`src/rtl/emergency_preempt.sv`:
```
// Emergency-vehicle preemption controller between the phase sequencer and the lamp drivers.
// Build macro EMERGENCY_LATCH_EN makes approach requests sticky until that approach is served.
module emergency_preempt #(
  parameter int NUM_LANES  = 8,
  parameter int TIME_W     = 7,
  parameter int CLEAR_TIME = 3,
  parameter int HOLD_TIME  = 5,
  parameter int MAX_EXT    = 20
) (
  input  logic                   clk,
  input  logic                   reset,
  input  logic [NUM_LANES-1:0]   emergencyLane,
  input  logic [NUM_LANES-1:0]   normalLane,
  output logic [NUM_LANES-1:0]   laneOutput,
  output logic                   loadCommand,
  output logic [TIME_W-1:0]      loadTime,
  output logic                   preemptActive,
  output logic [NUM_LANES/2-1:0] grantAppr
);

  localparam int NUM_APPR = NUM_LANES / 2;
  localparam int PTR_W    = (NUM_APPR > 1) ? $clog2(NUM_APPR) : 1;
  localparam logic [TIME_W-1:0] CLEAR_T = TIME_W'(CLEAR_TIME);
  localparam logic [TIME_W-1:0] HOLD_T  = TIME_W'(HOLD_TIME);
  localparam logic [TIME_W-1:0] MAX_E   = TIME_W'(MAX_EXT);

  if (NUM_LANES < 2 || (NUM_LANES % 2) != 0) begin : g_chk_lanes
    $error("emergency_preempt: NUM_LANES must be even and at least 2");
  end
  if (CLEAR_TIME < 1 || CLEAR_TIME >= (1 << TIME_W)) begin : g_chk_clear
    $error("emergency_preempt: CLEAR_TIME must be >= 1 and fit in TIME_W bits");
  end
  if (HOLD_TIME < 1 || HOLD_TIME >= (1 << TIME_W)) begin : g_chk_hold
    $error("emergency_preempt: HOLD_TIME must be >= 1 and fit in TIME_W bits");
  end
  if (MAX_EXT < 0 || MAX_EXT >= (1 << TIME_W)) begin : g_chk_ext
    $error("emergency_preempt: MAX_EXT must be >= 0 and fit in TIME_W bits");
  end

  typedef enum logic [1:0] {S_IDLE, S_CLEAR, S_SERVE, S_RECOVER} state_t;

  state_t               state_q, state_d;
  logic [TIME_W-1:0]    count_q, count_d;
  logic [TIME_W-1:0]    ext_q, ext_d;
  logic [PTR_W-1:0]     rr_q, rr_d;
  logic [PTR_W-1:0]     win_q, win_d;
  logic [NUM_APPR-1:0]  live_q, live_d;
  logic                 conflict_q, conflict_d;
  logic                 load_q, load_d;
  logic [TIME_W-1:0]    load_time_q, load_time_d;
  logic [NUM_APPR-1:0]  grant_q, grant_d;
  logic                 active_q, active_d;

  logic [NUM_APPR-1:0]  raw_req;
  logic [NUM_APPR-1:0]  appr_req;
  logic [NUM_APPR-1:0]  clr_mask;
  logic [NUM_APPR-1:0]  win_oh;
  logic                 any_req;
  logic [NUM_LANES-1:0] serve_lanes;
  logic [NUM_LANES-1:0] lane_out;

  function automatic logic [NUM_APPR-1:0] onehot(input logic [PTR_W-1:0] idx);
    logic [NUM_APPR-1:0] oh;
    oh      = '0;
    oh[idx] = 1'b1;
    return oh;
  endfunction

  function automatic logic [PTR_W-1:0] next_ptr(input logic [PTR_W-1:0] p);
    return (p == PTR_W'(NUM_APPR - 1)) ? '0 : p + 1'b1;
  endfunction

  // First requesting approach at or after ptr, wrapping past the last approach.
  function automatic logic [PTR_W-1:0] pick(input logic [NUM_APPR-1:0] req,
                                            input logic [PTR_W-1:0]    ptr);
    logic [PTR_W-1:0] res;
    logic             found;
    int               idx;
    res   = ptr;
    found = 1'b0;
    for (int i = 0; i < NUM_APPR; i++) begin
      idx = (int'(ptr) + i) % NUM_APPR;
      if (!found && req[idx[PTR_W-1:0]]) begin
        res   = idx[PTR_W-1:0];
        found = 1'b1;
      end
    end
    return res;
  endfunction

  for (genvar k = 0; k < NUM_APPR; k++) begin : g_appr
    assign raw_req[k]           = emergencyLane[2*k] | emergencyLane[2*k+1];
    assign serve_lanes[2*k]     = grant_q[k];
    assign serve_lanes[2*k+1]   = grant_q[k];
  end

  always_comb begin
    live_d     = raw_req;
    conflict_d = &emergencyLane;
  end

`ifdef EMERGENCY_LATCH_EN
  logic [NUM_APPR-1:0] sticky_q, sticky_d;

  always_comb begin
    sticky_d = (sticky_q & ~clr_mask) | raw_req;
  end

  always_ff @(posedge clk) begin
    if (reset) sticky_q <= '0;
    else       sticky_q <= sticky_d;
  end

  assign appr_req = sticky_q;
`else
  assign appr_req = live_q;
`endif

  assign any_req = |appr_req;

  // A pulse-emitting transition waits one cycle if the previous cycle already pulsed.
  always_comb begin
    state_d     = state_q;
    count_d     = count_q;
    ext_d       = ext_q;
    rr_d        = rr_q;
    win_d       = win_q;
    load_d      = 1'b0;
    load_time_d = load_time_q;
    clr_mask    = '0;
    win_oh      = onehot(win_q);
    case (state_q)
      S_IDLE: begin
        if (any_req && !load_q) begin
          state_d     = S_CLEAR;
          count_d     = CLEAR_T - 1'b1;
          load_d      = 1'b1;
          load_time_d = CLEAR_T;
        end
      end
      S_CLEAR: begin
        if (count_q != '0) begin
          count_d = count_q - 1'b1;
        end else if (!conflict_q) begin
          if (!any_req) begin
            state_d = S_RECOVER;
            count_d = CLEAR_T - 1'b1;
          end else if (!load_q) begin
            state_d     = S_SERVE;
            win_d       = pick(appr_req, rr_q);
            count_d     = HOLD_T - 1'b1;
            ext_d       = '0;
            load_d      = 1'b1;
            load_time_d = HOLD_T;
          end
        end
      end
      S_SERVE: begin
        if (count_q != '0) begin
          count_d = count_q - 1'b1;
        end else if (|(live_q & win_oh) && (ext_q < MAX_E)) begin
          ext_d = ext_q + 1'b1;
        end else if (!load_q) begin
          rr_d     = next_ptr(win_q);
          clr_mask = win_oh;
          if (|(appr_req & ~win_oh)) begin
            state_d     = S_CLEAR;
            count_d     = CLEAR_T - 1'b1;
            load_d      = 1'b1;
            load_time_d = CLEAR_T;
          end else begin
            state_d = S_RECOVER;
            count_d = CLEAR_T - 1'b1;
          end
        end
      end
      S_RECOVER: begin
        if (any_req) begin
          state_d     = S_CLEAR;
          count_d     = CLEAR_T - 1'b1;
          load_d      = 1'b1;
          load_time_d = CLEAR_T;
        end else if (count_q != '0) begin
          count_d = count_q - 1'b1;
        end else begin
          state_d     = S_IDLE;
          load_d      = 1'b1;
          load_time_d = CLEAR_T;
        end
      end
      default: state_d = S_IDLE;
    endcase
    grant_d  = (state_d == S_SERVE) ? onehot(win_d) : '0;
    active_d = (state_d != S_IDLE);
  end

  always_ff @(posedge clk) begin
    if (reset) begin
      state_q     <= S_IDLE;
      count_q     <= '0;
      ext_q       <= '0;
      rr_q        <= '0;
      win_q       <= '0;
      live_q      <= '0;
      conflict_q  <= 1'b0;
      load_q      <= 1'b0;
      load_time_q <= '0;
      grant_q     <= '0;
      active_q    <= 1'b0;
    end else begin
      state_q     <= state_d;
      count_q     <= count_d;
      ext_q       <= ext_d;
      rr_q        <= rr_d;
      win_q       <= win_d;
      live_q      <= live_d;
      conflict_q  <= conflict_d;
      load_q      <= load_d;
      load_time_q <= load_time_d;
      grant_q     <= grant_d;
      active_q    <= active_d;
    end
  end

  // Lamps are dark while reset is held; otherwise IDLE passes the normal sequencer through.
  always_comb begin
    lane_out = '0;
    if (!reset) begin
      case (state_q)
        S_IDLE:  lane_out = normalLane;
        S_SERVE: lane_out = serve_lanes;
        default: lane_out = '0;
      endcase
    end
  end

  assign laneOutput    = lane_out;
  assign loadCommand   = load_q;
  assign loadTime      = load_time_q;
  assign preemptActive = active_q;
  assign grantAppr     = grant_q;

endmodule

```
`config.mk`:
```
export PLATFORM = sky130hd
export DESIGN_NAME = emergency_preempt
export DESIGN_NICKNAME = d
export VERILOG_FILES = /design/src/rtl/emergency_preempt.sv
export SDC_FILE = /design/constraint.sdc
export NUM_CORES = 1
export LEC_CHECK = 0
export CAP_MARGIN = 5
export CORE_UTILIZATION = 40
export DETAILED_ROUTE_END_ITERATION = 8
export SLEW_MARGIN = 0
export SYNTH_ARGS = -nofsm -noshare
export SYNTH_HDL_FRONTEND = slang
export SYNTH_SLANG_ARGS = --single-unit
```
`constraint.sdc`:
```
create_clock -name clk -period 5 [get_ports clk]
set_clock_uncertainty 0.05 [all_clocks]
set_input_delay 0.75 -clock clk [delete_from_list [all_inputs] [get_ports clk]]
set_output_delay 0.75 -clock clk [all_outputs]
set_load 0.02 [all_outputs]
```
==> flow_summary_export.csv, run 1 <==
group,metric,value,unit
status,status,"completed",
power,combPwrFrac,55.4,%
timing,fmax,0.285,GHz
critical_path,path_max_fanout,21,
placed_design,dp.cells,349,
cells_and_area,nFillCells,495,
clock_network,cts_sinks,34,
clock_network,cts_tree,"yes",
yosys,yosys.area.top_type,"dfxtp_1",
cells_and_area,diodes,0,
yosys,synthCells,259,
cells_and_area,drive_gt1_share,6.57,%
yosys,async_flop_share,0,%
grt,grt_pass1_vias,1746,
cells_and_area,postLayoutCellArea,0.00252,mm²
cells_and_area,post-route-util,51.7,%
critical_path,cp-start-kind,"input port",
critical_path,worst_ep_arrival_time,2.71,ns
clock_network,cts.path.max_buffers,2,
route,wl_met3,339,µm
clock_network,cts_hold_buf,0,
power,p_leak,0.972,nW
grt,track_usage,19.0,%
grt,grt_max_degree,22,
placed_design,dp_hpwl,3600,µm
critical_path,path_class,"in -> out",
power,clockPowerShare,14.6,%
critical_path,r2r_end,"count_q[6]$_SDFFE_PP0P_",
floorplanning,fp.dieW,74.2,µm
route,met1Wirelength,2420,µm
grt,gr-total-overflow,0,
critical_path,worstPathRequired,4.20,ns
floorplanning,row_count,25,
floorplanning,ioPinCount,39,
grt,antenna_found_initial,0,
critical_path,reg2regPathDepth,5,
route,vias_per_cell,5.48,
timing,rsz0062_at_grt,"false",
floorplanning,coreArea,0.00488,mm²
route,vias,1950,
yosys,yosysTopAreaCellShare,32.6,%
yosys,syn-mean-instance-area,8.06,µm²
cells_and_area,area_growth,21.0,%
route,wirelength,4860,µm
route,wl_per_cell,13.6,µm
yosys,syn_area,0.00209,mm²
route,antenna_left,0,
power,switching_power,0.599,mW
cells_and_area,stdcell_count,356,
grt,grt_pass1_wl,8020,µm
hold_path,hp-class,"reg -> reg",
timing,slew_violations,0,
hold_path,worstHoldStart,"loadTime[1]$_SDFFE_PP0P_",
yosys,synth_edf_count,0,
floorplanning,die_h,74.2,µm
critical_path,r2r_setup_slack,2.51,ns
flow_run,drv_cap,0,
route,drc,0,
yosys,ys_warn_count,0,
clock_network,cts_root_buffer,"clkbuf_8",
route,drtIter0Drc,140,
floorplanning,die_area,0.00551,mm²
route,met2_length,2030,µm
clock_network,clk_pin_slew,0.06,ns
floorplanning,start_util,42.8,%
yosys,ys_ff_latch,34,
timing,tns,0,ns
clock_network,post-cts-setup-buffers,0,
power,vdd_ir_drop_max,0.196,mV
yosys,ys_seq_area_share,32.6,%
clock_network,cts_resized,0,
yosys,synth_cell_types,61,
timing,hold_viol,0,
route,firstDrtPassIters,4,
clock_network,htree_levels,2,
critical_path,endpoint_kind,"output port",
placed_design,routabilityCongestion,0.850,
clock_network,cts_buffers,5,
route,topRoutingLayerUsed,"met4",
placed_design,place_area,0.00245,mm²
power,sw_frac_of_total,45.5,%
yosys,yosys-top-cells-area,"dfxtp_1 33%, nand2_1 5.2%, nor2_1 5.2%",
hold_path,hold_end,"loadTime[1]$_SDFFE_PP0P_",
cells_and_area,final_nets,314,
power,sequentialPowerShare,30.1,%
clock_network,clk_latency,0.29,ns
power,p_int,0.716,mW
timing,relSlewSlack,55.9,%
timing,setup-violations-final,0,
timing,tightest_slew,0.661,ns
hold_path,hold_path_depth,2,
critical_path,rr_startpoint,"state_q[1]$_SDFF_PP0_",
yosys,ys.flop_type,"dfxtp_1",
power,powerDensity,521,mW/mm²
timing,fin_crit,3.51,ns
timing,timing.final.crit_share,70.3,%
placed_design,place.port_buffers,34,
==> how the worst max path moves through the flow <==
stage / from / end / slack [ns] / cells past startpoint
2_1_floorplan: reset / laneOutput[0] / 2.88 / 3
3_3_place_gp: reset / laneOutput[6] / 1.50 / 6
3_5_place_dp: reset / laneOutput[5] / 1.49 / 6
4_1_cts: reset / laneOutput[5] / 1.48 / 6
5_1_grt: reset / laneOutput[3] / 1.29 / 6
6_report: reset / laneOutput[5] / 1.49 / 6
==> sequential cells by signal, indices dropped and copies added (netlist names) <==
signal	count
appr_req	4
conflict_q	1
count_q	7
ext_q	7
grantAppr	4
loadCommand	1
loadTime	3
preemptActive	1
rr_q	2
state_q	2
win_q	2
==> area by class of cell <==
class                           count  area, µm²  share of cell area [%]
Inverter                           19       71.3                    2.82
Tap cell                           67       83.8                    3.32
Clock buffer                        7       76.3                    3.02
Multi-Input combinational cell    194       1260                    50.1
Timing Repair Buffer               35        348                    13.8
Sequential cell                    34        681                    27.0
==> cells in the mapped netlist, drive strengths merged, types with 2 or more instances <==
cell type / n
and2: 2
o31ai: 3
o41ai: 2
a41oi: 2
nand4: 4
and3: 3
nor4: 4
mux2i: 5
o2111a: 2
o2111ai: 2
nand2b: 4
a21boi: 2
nor2b: 4
a211oi: 2
nand3: 8
nor3: 3
nor2: 30
o22ai: 8
a21o: 3
clkbuf: 9
o21ai: 8
or4: 2
ha: 7
buf: 6
dfxtp: 34
a21oi: 19
mux2: 2
o211ai: 2
o32ai: 3
nand2: 29
a22o: 2
nor3b: 3
a221oi: 4
inv: 19
==> metrics by stage <==
| stage | hold slack (ns) | total power [mW] | worst slack [ns] |
|---|---|---|---|
| finish | 0.394 | 1.32 | 1.49 |
| global route | 0.418 | 1.42 | 1.29 |
| CTS | 0.398 | 1.32 | 1.48 |
| detailed placement | 0.387 | 1.12 | 1.49 |
| global placement | 0.385 | 1.13 | 1.50 |
| floorplan | 0.391 | 0.931 | 2.88 |
==> logic make-up after synthesis <==
kind of cell               share of synthesized area, %
adders and majority gates                          4.20
AOI/OAI and AO/OA                                  26.8
and+or+nand+nor                                    24.6
other                                             0.180
xor gates and xnor gates                          0.839
buffers and inverters                              7.31
DFF                                                32.6
muxes                                              3.48
==> critical path, stage by stage <==
cell and delay, ns:
clkdlybuf4s50_1 0.40, buf_4 0.21, inv_1 0.30, nand2_1 0.26, a21oi_1 0.18, clkdlybuf4s50_1 0.62
==> power groups by stage <==
stage	clock network (mW)	logic [mW]	registers [mW]
2_1_floorplan	0	0.551	0.380
3_3_place_gp	0	0.727	0.401
3_5_place_dp	0	0.722	0.400
4_1_cts	0.197	0.726	0.395
5_1_grt	0.210	0.807	0.407
6_report	0.192	0.729	0.395
==> placed cells by master, fill, tap and decap left out, types with 2 or more instances in the layout <==
cell type | netlist | layout
a21o_1 | 3 | 3
a21oi_1 | 19 | 19
a221oi_1 | 4 | 4
a22o_1 | 2 | 2
a41oi_1 | 2 | 2
and2_1 | 2 | 2
and3_1 | 3 | 3
clkbuf_1 | 8 | 2
clkbuf_8 | 0 | 5
clkdlybuf4s50_1 | 0 | 34
conb_1 | 1 | 4
dfxtp_1 | 34 | 34
ha_1 | 7 | 7
inv_1 | 19 | 19
mux2_2 | 2 | 2
mux2i_1 | 5 | 5
nand2_1 | 29 | 29
nand2b_1 | 4 | 4
nand3_1 | 8 | 8
nand4_1 | 4 | 4
nor2_1 | 29 | 29
nor2b_1 | 4 | 4
nor3_1 | 3 | 3
nor3b_1 | 3 | 3
nor4_2 | 2 | 2
o2111a_1 | 2 | 2
o2111ai_1 | 2 | 2
o211ai_1 | 2 | 2
o21ai_0 | 7 | 7
o22ai_1 | 8 | 8
o31ai_1 | 3 | 3
o32ai_1 | 3 | 3
or4_4 | 2 | 2
==> per-layer routing <==
layer	GRT usage (%)	vias to the layer above
met5	0	-
met4	7.55	0
met3	5.01	7
met2	29.5	72
met1	25.1	876
li1	-	995
No activity file was read; power rests on OpenSTA's default activity.
==> run 2, diff against run 1 <==
Settings changed: PLACE_DENSITY set to 0.66.
Clock period 5 ns to 3.2 ns, I/O delays scaled along.
==> flow_summary_export.csv, run 2 (same netlist as run 1, synthesis figures left out) <==
group,metric,value,unit
power,powerDensity,844,mW/mm²
cells_and_area,final_nets,317,
clock_network,cts_buffers,5,
timing,timing.final.crit_share,79.6,%
route,wirelength,4970,µm
critical_path,path_depth,4,
critical_path,worstPathRequired,2.67,ns
clock_network,cts_resized,0,
cells_and_area,postLayoutCellArea,0.00258,mm²
route,antenna_left,0,
floorplanning,fp.dieW,74.2,µm
power,vdd_ir_drop_max,0.309,mV
critical_path,path_class,"reg -> out",
critical_path,path_buf_inv,2,
status,status,"completed",
floorplanning,row_count,25,
clock_network,clk_latency,0.30,ns
timing,slew_violations,0,
cells_and_area,diodes,0,
cells_and_area,seqCellArea,681,µm²
placed_design,place.port_buffers,34,
cells_and_area,multiInputGateArea,0.00126,mm²
clock_network,cts_tree,"yes",
placed_design,place_area,0.00247,mm²
route,vias_per_cell,5.62,
hold_path,hold_path_depth,2,
timing,fmax,0.393,GHz
clock_network,htree_levels,2,
placed_design,routabilityCongestion,0.819,
placed_design,dp_hpwl,3650,µm
route,drc,0,
cells_and_area,area_growth,23.9,%
critical_path,path_max_fanout,13,
clock_network,post-cts-setup-buffers,0,
timing,setup-violations-final,0,
floorplanning,start_util,42.8,%
route,drtIter0Drc,166,
flow_run,drv_cap,0,
cells_and_area,post-route-util,53.0,%
critical_path,max_stage_delay,0.62,ns
critical_path,crit_family,"buffers and inverters",
grt,grt_pass1_wl,8490,µm
timing,rsz0062_at_grt,"false",
critical_path,endpoint_kind,"output port",
timing,hold_viol,0,
critical_path,crit_path_top_delay_cell,"clkdlybuf4s50_1",
cells_and_area,nFillCells,487,
floorplanning,ioPinCount,39,
critical_path,cp_cell_sequence,"inv_1, nand2_1, a21oi_1, clkdlybuf4s50_1",
cells_and_area,layout_common_cells,"34 x dfxtp_1, 34 x clkdlybuf4s50_1, 29 x nand2_1, 29 x nor2_1",
timing,whs,0.406,ns
cells_and_area,drive_gt1_share,8.53,%
timing,tightest_slew,0.601,ns
route,firstDrtPassIters,5,
clock_network,cts_root_buffer,"clkbuf_8",
cells_and_area,reg_top3,"count_q (7), ext_q (7)",
placed_design,dp.cells,352,
floorplanning,die_area,0.00551,mm²
grt,grt_max_degree,21,
grt,grt_pass1_vias,1885,
hold_path,hp-class,"reg -> reg",
critical_path,cp-start-kind,"flip-flop",
grt,antenna_found_initial,0,
clock_network,clk_pin_slew,0.08,ns
route,wl_per_cell,13.8,µm
critical_path,reg2regPathDepth,6,
timing,relSlewSlack,59.6,%
grt,track_usage,20.2,%
grt,gr-total-overflow,0,
floorplanning,die_h,74.2,µm
floorplanning,coreArea,0.00488,mm²
critical_path,worst_ep_arrival_time,2.02,ns
route,vias,2023,
clock_network,cts_hold_buf,0,
cells_and_area,stdcell_count,360,
timing,tns,0,ns
power,p_leak,1.00,nW
clock_network,cts.path.max_buffers,2,
clock_network,cts_sinks,34,
timing,fin_crit,2.55,ns
## run 2: cell count changes in the layout (fill, tap and decap cells not counted), sizes merged
cell	previous run	this run
clkbuf	7	5
clkinvlp	0	2
buf	1	4
bufinv	0	1
## run 2: final timing paths
kind / to / start / slack, ns
max: laneOutput[4] / state_q[1]$_SDFF_PP0_ / 0.65
min: loadTime[0]$_SDFFE_PP0P_ / loadTime[0]$_SDFFE_PP0P_ / 0.41
max reg2reg: grantAppr[2]$_SDFF_PP0_ / state_q[1]$_SDFF_PP0_ / 0.81
min reg2reg: loadTime[0]$_SDFFE_PP0P_ / loadTime[0]$_SDFFE_PP0P_ / 0.41
## run 2: power breakdown
group	total (mW)	switching, mW	internal (mW)
clock network	0.407	0.175	0.232
logic	1.16	0.683	0.479
registers	0.612	0.111	0.501
## run 2: final cells by class
| cell class | count | share of cell area [%] |
|---|---|---|
| clock inverter | 3 | 1.74 |
| tap | 67 | 3.24 |
| inverter | 19 | 2.76 |
| clock buffer | 5 | 2.66 |
| timing repair buffer | 38 | 14.3 |
| sequential | 34 | 26.3 |
| multi-input combinational | 194 | 48.9 |
## run 2: worst reg2reg max path: stages, from the launching register on
cell     delay, ns
dfxtp_1       0.45
buf_4         0.23
nor2b_1       0.38
nand3_1       0.20
nor2_1        0.23
mux2i_1       0.49
nor3b_1       0.26
## run 2: routing by layer
layer  track usage (%)  share of wire [%]
met5                 0                  0
met3              4.61                7.2
met2              31.8                 45
met1              25.7                 45
met4              11.3                2.7
## run 2: stage by stage
step / power [mW] / setup slack, ns
after floorplan: 1.45 / 1.15
after global placement: 1.76 / 0.780
after detailed placement: 1.77 / 0.750
after CTS: 2.17 / 0.633
after global routing: 2.35 / 0.481
final: 2.18 / 0.652
==> run 3, diff against run 2 <==
Clock period 3.2 ns to 2.3 ns, I/O delays scaled along.
==> flow_summary_export.csv, run 3 (same netlist as run 1, synthesis figures left out) <==
group,metric,value,unit
route,met1Wirelength,2320,µm
flow_run,drv_cap,0,
power,p_leak,1.09,nW
timing,fin_crit,2.16,ns
route,vias_per_cell,5.44,
timing,relSlewSlack,63.1,%
route,met2_length,2380,µm
cells_and_area,diodes,0,
route,drc,0,
timing,finalWorstSetupSlack,0.135,ns
clock_network,cts_sinks,34,
clock_network,cts_buffers,5,
route,firstDrtPassIters,4,
placed_design,place.port_buffers,34,
route,drtIter0Drc,155,
floorplanning,die_area,0.00551,mm²
placed_design,place_area,0.00255,mm²
timing,slew_violations,0,
route,wl_met3,270,µm
placed_design,routabilityCongestion,0.860,
power,vdd_ir_drop_max,0.428,mV
cells_and_area,area_growth,28.0,%
critical_path,path_class,"reg -> reg",
clock_network,cts.path.max_buffers,2,
cells_and_area,stdcell_count,371,
placed_design,dp.cells,363,
clock_network,cts_hold_buf,0,
clock_network,htree_levels,2,
clock_network,clk_pin_slew,0.08,ns
power,power.total,3.17,mW
cells_and_area,layout_common_cells,"34 x dfxtp_1, 29 x nor2_1, 28 x nand2_1",
timing,rsz0062_at_grt,"true",
timing,hold_viol,0,
grt,grt_max_degree,21,
critical_path,cp-start-kind,"flip-flop",
floorplanning,fp.dieW,74.2,µm
route,topRoutingLayerUsed,"met4",
floorplanning,die_h,74.2,µm
grt,track_usage,19.6,%
floorplanning,start_util,42.8,%
status,status,"completed",
critical_path,cp_cell_sequence,"inv_1, ha_1, a22o_1, o211a_1, o41ai_4, a21oi_1, or2_2",
clock_network,clk_latency,0.29,ns
critical_path,worst_ep_arrival_time,2.29,ns
timing,tightest_slew,0.549,ns
grt,gr-total-overflow,0,
timing,fmax,0.462,GHz
floorplanning,coreArea,0.00488,mm²
cells_and_area,postLayoutCellArea,0.00267,mm²
critical_path,worstPathRequired,2.43,ns
cells_and_area,reg_top3,"count_q (7), ext_q (7)",
clock_network,cts_root_buffer,"clkbuf_8",
route,vias,2017,
route,wirelength,5030,µm
hold_path,hp-class,"reg -> reg",
placed_design,preCtsSetupSlack,0.0837,ns
grt,antenna_found_initial,0,
power,powerDensity,1190,mW/mm²
timing,timing.final.crit_share,94.1,%
critical_path,max_stage_delay,0.40,ns
cells_and_area,drive_gt1_share,12.8,%
floorplanning,ioPinCount,39,
placed_design,dp_hpwl,3870,µm
critical_path,endpoint_kind,"flip-flop",
timing,setup-violations-final,0,
grt,grt_pass1_wl,8180,µm
cells_and_area,final_nets,328,
critical_path,crit_path_top_delay_cell,"dfxtp_1",
grt,grt_pass1_vias,1834,
cells_and_area,final_common_cell,"dfxtp_1",
critical_path,path_max_fanout,5,
route,antenna_left,0,
route,wl_per_cell,13.6,µm
cells_and_area,nFillCells,478,
floorplanning,row_count,25,
clock_network,cts_tree,"yes",
run 3: layout make-up:
class	count	area (µm²)	share of cell area, %
Clock inverter	3	45.0	1.69
Multi-Input combinational cell	194	1280	47.9
Timing Repair Buffer	49	443	16.6
Inverter	19	71.3	2.67
Tap cell	67	83.8	3.14
Sequential cell	34	681	25.5
Clock buffer	5	68.8	2.58
run 3: critical path, delay by kind of cell, from the launching register on:
| family | cells | cell delay (ns) |
|---|---|---|
| and+or+nand+nor | 1 | 0.31 |
| AOI/OAI and AO/OA | 4 | 0.99 |
| adders and majority gates | 1 | 0.22 |
| buffers and inverters | 1 | 0.09 |
| DFF | 1 | 0.40 |
run 3: metrics by stage:
| stage | util, % | hold slack, ns | setup TNS, ns |
|---|---|---|---|
| 6_report | 54.7 | 0.398 | 0 |
| 5_1_grt | 54.7 | 0.420 | -0.0419 |
| 4_1_cts | 54.5 | 0.401 | 0 |
| 3_5_place_dp | 52.3 | 0.389 | 0 |
| 3_3_place_gp | 52.3 | 0.385 | 0 |
| 2_1_floorplan | - | 0.370 | 0 |
run 3: final timing paths:
kind	cells past startpoint	from	slack (ns)	end
min reg2reg	2	loadTime[1]$_SDFFE_PP0P_	0.40	loadTime[1]$_SDFFE_PP0P_
min	2	loadTime[1]$_SDFFE_PP0P_	0.40	loadTime[1]$_SDFFE_PP0P_
max reg2reg	7	win_q[0]$_SDFF_PP0_	0.14	preemptActive$_SDFF_PP0_
max	7	win_q[0]$_SDFF_PP0_	0.14	preemptActive$_SDFF_PP0_
run 3: power by group:
part | internal, mW | switching [mW]
logic | 0.766 | 1.06
clock network | 0.322 | 0.234
registers | 0.697 | 0.0919
run 3: routing by layer:
layer	vias up	track usage (%)
met2	62	32.1
met4	0	9.01
met1	924	24.6
met3	6	4.20
met5	-	0
li1	1025	-
run 3: what timing repair did:
action / CTS / global route
pin swaps: 0 / 1
gates resized for setup: 9 / 2
endpoints found under the setup margin: 8 / 4
setup buffers: 0 / 0
